### config.mk
export PLATFORM = sky130hd
export DESIGN_NAME = control_unit
export DESIGN_NICKNAME = d
export VERILOG_FILES = /design/src/rtl/control_unit.sv
export SDC_FILE = /design/constraint.sdc
export NUM_CORES = 1
export LEC_CHECK = 0
export CORE_MARGIN = 2
export CORE_UTILIZATION = 45
export DETAILED_ROUTE_END_ITERATION = 6
export PLACE_DENSITY = 0.85
export SLEW_MARGIN = 10
export SYNTH_ARGS = -nofsm -noshare
export SYNTH_HDL_FRONTEND = slang
export SYNTH_SLANG_ARGS = --single-unit
### constraint.sdc
create_clock -name clock -period 2.8 [get_ports clock]
set_input_delay 0.42 -clock clock [delete_from_list [all_inputs] [get_ports clock]]
set_output_delay 0.42 -clock clock [all_outputs]
set_load 0.01 [all_outputs]
### src/rtl/control_unit.sv
// Instruction-sequencing FSM: fetch, decode and execute micro-states
// that issue the 23-bit datapath control word each cycle.
module control_unit (
  input  logic        clock,
  input  logic        reset,
  input  logic [7:0]  ir_in,
  input  logic        ac_zero,
  output logic [22:0] control,
  output logic        halted
);

  typedef enum logic [4:0] {
    S_FETCH1, S_FETCH2, S_DECODE,
    S_LD1, S_LD2, S_LD3, S_LD4,
    S_ST1, S_ST2, S_ST3,
    S_MVR, S_MVA,
    S_ADD, S_SUB, S_INC,
    S_JMP, S_SKIP, S_HALT
  } state_t;

  localparam logic [3:0] BUS_IR_NONE = 4'd0;
  localparam logic [3:0] BUS_DR      = 4'd4;
  localparam logic [3:0] BUS_R       = 4'd5;
  localparam logic [3:0] BUS_AC      = 4'd6;
  localparam logic [3:0] BUS_DRAM    = 4'd7;
  localparam logic [3:0] BUS_IRAM    = 4'd8;

  localparam logic [1:0] ADDR_PC = 2'b00;
  localparam logic [1:0] ADDR_AR = 2'b01;

  localparam int unsigned R_LD  = 14;
  localparam int unsigned AR_LD = 15;
  localparam int unsigned DR_LD = 16;
  localparam int unsigned AC_LD = 17;
  localparam int unsigned PC_LD = 18;
  localparam int unsigned IR_LD = 19;

  state_t      state;
  state_t      state_nx;
  logic [22:0] cw;

  always_ff @(posedge clock) begin
    if (reset) state <= S_FETCH1;
    else       state <= state_nx;
  end

  always_comb begin
    state_nx = S_FETCH1;
    cw       = '0;
    cw[5:2]  = BUS_IR_NONE;
    unique case (state)
      S_FETCH1: begin
        cw[21:20] = ADDR_PC;
        cw[5:2]   = BUS_IRAM;
        cw[IR_LD] = 1'b1;
        state_nx  = S_FETCH2;
      end
      S_FETCH2: begin
        cw[8]    = 1'b1;
        state_nx = S_DECODE;
      end
      S_DECODE: begin
        case (ir_in)
          8'h01:   state_nx = S_LD1;
          8'h02:   state_nx = S_ST1;
          8'h03:   state_nx = S_MVR;
          8'h04:   state_nx = S_MVA;
          8'h05:   state_nx = S_ADD;
          8'h06:   state_nx = S_SUB;
          8'h07:   state_nx = S_INC;
          8'h08:   state_nx = S_JMP;
          8'h09:   state_nx = ac_zero ? S_JMP : S_SKIP;
          8'hff:   state_nx = S_HALT;
          default: state_nx = S_FETCH1;
        endcase
      end
      S_LD1, S_ST1: begin
        cw[21:20] = ADDR_PC;
        cw[5:2]   = BUS_IRAM;
        cw[AR_LD] = 1'b1;
        state_nx  = (state == S_LD1) ? S_LD2 : S_ST2;
      end
      S_LD2, S_ST2: begin
        cw[8]    = 1'b1;
        state_nx = (state == S_LD2) ? S_LD3 : S_ST3;
      end
      S_LD3: begin
        cw[21:20] = ADDR_AR;
        cw[5:2]   = BUS_DRAM;
        cw[DR_LD] = 1'b1;
        state_nx  = S_LD4;
      end
      S_LD4: begin
        cw[5:2]   = BUS_DR;
        cw[AC_LD] = 1'b1;
      end
      S_ST3: begin
        cw[21:20] = ADDR_AR;
        cw[5:2]   = BUS_AC;
        cw[0]     = 1'b1;
      end
      S_MVR: begin
        cw[5:2]  = BUS_AC;
        cw[R_LD] = 1'b1;
      end
      S_MVA: begin
        cw[5:2]   = BUS_R;
        cw[AC_LD] = 1'b1;
      end
      S_ADD, S_SUB, S_INC: begin
        cw[5:2]   = BUS_R;
        cw[AC_LD] = 1'b1;
        cw[22]    = 1'b1;
        cw[10:9]  = (state == S_ADD) ? 2'b00 :
                    (state == S_SUB) ? 2'b01 : 2'b10;
      end
      S_JMP: begin
        cw[21:20] = ADDR_PC;
        cw[5:2]   = BUS_IRAM;
        cw[PC_LD] = 1'b1;
      end
      S_SKIP: cw[8] = 1'b1;
      S_HALT: state_nx = S_HALT;
      default: state_nx = S_FETCH1;
    endcase
  end

  // Gating on reset keeps the word quiet during the reset cycle itself,
  // so an aborted store never reaches DRAM.
  assign control = reset ? '0 : cw;
  assign halted  = !reset && (state == S_HALT);

endmodule

==> out/metrics.cfg <==
[run_status]
outcome=complete, no violations

[clock_network]
clockBufferDepth=2
clock_latency_ns=0.24
hold_buffers=0
cts-root-buf=clkbuf_4
clk_pin_slew_ns=0.05
clock_sinks=5
cts_tree=done
numCtsBuffers=3
h-tree-depth=1

[timing]
final-hold-violation-count=0
tightest_slew_ns=0.560
finalSetupViolations=0
finClkSkew_ns=0.00615
post-route-min-period_ns=2.68
fmax_mhz=373
setup_ws_ns=0.116
period_share_pct=95.9
relSlewSlack_pct=62.6
finalMaxSlewViolations=0
tns_ns=0
rsz0062_at_grt=no

[route]
drc=0
routed_wl_mm=1.88
ant_nets=0
viasPerCell=5.67
dr.pass1.iters=4
via_count=902
wl_per_cell_um=11.8
drt_iter0_drc=6

[flow_run]
drv_cap=0

[worst_hold_path]
worstHoldStart=state[4]$_SDFF_PP0_
holdCritPathClass=flop to flop

[grt]
grt_pass1_wl_mm=3.12
grt_pass1_vias=737
grtUsageTotal_pct=19.7
antenna_found_initial=0
overflow=0
grt_max_degree=19

[setup_path]
crit_family=buffers and inverters
path_common_cell=clkdlybuf4s50_1
cpPeakStageDelay_ns=0.53
cp_cell_sequence=clkdlybuf4s50_1 -> or4b_1 -> a21oi_2 -> or2_2 -> or2_1 -> clkdlybuf4s50_1
cp_data_required_time_ns=2.38
path_class=input port to primary output
r2r_slack_ns=1.14
cp_max_fo=3
r2r-start=state[0]$_SDFF_PP0_
slowest_stage=or4b_1
start_kind=input port
critPathBufInv=2
critPathCaptureType=primary output
arrival_ns=2.26
crit_path_start=reset

[power]
switching_power_mw=0.147
p_per_area_nw_per_um2=355
pwr-share-clk_pct=22.2
ir_worst_vdd_v=0.000256
leakagePower_nw=0.369
combPwrFrac_pct=47.2
pwr-share-seq_pct=30.6
power.internal_mw=0.229
power.total_mw=0.376
swShare_pct=39.2

[floorplan]
core_area_sq_um=1710
die_width_um=46.3
rows=15
start_util_pct=47.0
ios=35
die_y_um=46.3
die_area_sq_um=2140

[yosys]
synth_edf_count=0
synthDistinctLibCells=46
ys_seq_area_share_pct=12.5
yosysWarnings=0
synth_seq_cells=5
synth_area_sq_um=803
syn_area_per_cell_sq_um=7.17
async_flop_share_pct=0
synthCells=112
ys.flop_type=dfxtp_1

[final_layout]
n_fill_cell=159
final_common_cell=clkdlybuf4s50_1
drive_above_1_share_pct=13.4
largest_reg_flops=5
final_nets=146
area_growth_pct=32.1
reg_top3=state: 5 flops
final_cell_mix=clkdlybuf4s50_1 (27), nor2_1 (21), a21oi_1 (8)
largest-register=state
insertedDiodeCount=0

[place]
post-place-ws_ns=0.114
port_buffers=27
hpwl_mm=1.39
gp_congestion=0.761

-- stage by stage --
step                hold WS, ns  utilization, %  cells  area [sq um]
finish                    0.691            62.1    159          1060
global route              0.721            62.1    159          1060
CTS                       0.777            62.0    159          1060
detailed placement        0.770            60.4    155          1030
global placement          0.769            60.4    155          1030
floorplan                 0.655               -    118           826
-- timing repair --
action	4_1_cts	5_1_grt
resized for setup	0	2
setup buffers	0	0
setup endpoints to repair	0	3
-- cell type report --
cell class	count	area [sq um]	share of cell area, %
clock buffer	4	26.3	2.48
multi-input combinational	96	616	58.0
sequential	5	103	9.67
tap	25	31.3	2.95
timing repair buffer	29	285	26.9
-- cell usage after synthesis (2+ instances only) --
master | instances | share of area (%)
nor2_1 | 21 | 9.8
a21oi_1 | 8 | 5.0
buf_4 | 8 | 7.5
buf_2 | 7 | 4.4
dfxtp_1 | 5 | 12
mux2i_1 | 4 | 5.0
nor2b_1 | 4 | 3.1
a2111oi_0 | 3 | 3.3
nand2_1 | 3 | 1.4
nand2b_1 | 3 | 2.3
nor3_1 | 3 | 1.9
a211oi_1 | 2 | 1.9
a21oi_2 | 2 | 2.2
a22o_1 | 2 | 2.2
nand3_1 | 2 | 1.2
nand4_1 | 2 | 1.6
nor4_1 | 2 | 1.6
o21ai_0 | 2 | 1.2
o22ai_1 | 2 | 1.6
-- power groups by stage --
stage                     Clock (mW)  Sequential (mW)  Combinational [mW]
after floorplan                    0           0.0905               0.146
after global placement             0            0.113               0.173
after detailed placement           0            0.115               0.176
after CTS                     0.0847            0.114               0.177
after global routing          0.0914            0.121               0.195
final                         0.0835            0.115               0.177
-- metal layers --
metal | wire, um | share of wire, % | vias to the layer above | track usage, %
met1 | 813 | 43 | 412 | 22.9
met5 | 0 | 0 | - | 0
met3 | 101 | 5.4 | 6 | 4.71
met2 | 902 | 48 | 40 | 35.0
li1 | - | - | 444 | -
met4 | 58 | 3.1 | 0 | 6.29
-- kinds of logic after synthesis --
kind of cell,share of synthesized area [%]
compound gates,24.8
buf+inv,13.7
other cells,0.467
xor+xnor,1.09
simple gates,41.1
mux,6.39
flops,12.5
-- worst register-to-register path, cell delays in order (launching register included) --
cell,delay (ns)
dfxtp_1,0.62
or4bb_1,0.55
a21oi_2,0.16
a2111oi_0,0.09
nor3_1,0.17
-- final timing paths --
path                         end  depth (start not counted)
min reg2reg  state[4]$_SDFF_PP0_                          2
min          state[4]$_SDFF_PP0_                          2
max                   control[4]                          6
max reg2reg  state[0]$_SDFF_PP0_                          4
Power figures use the tool's default switching activity.
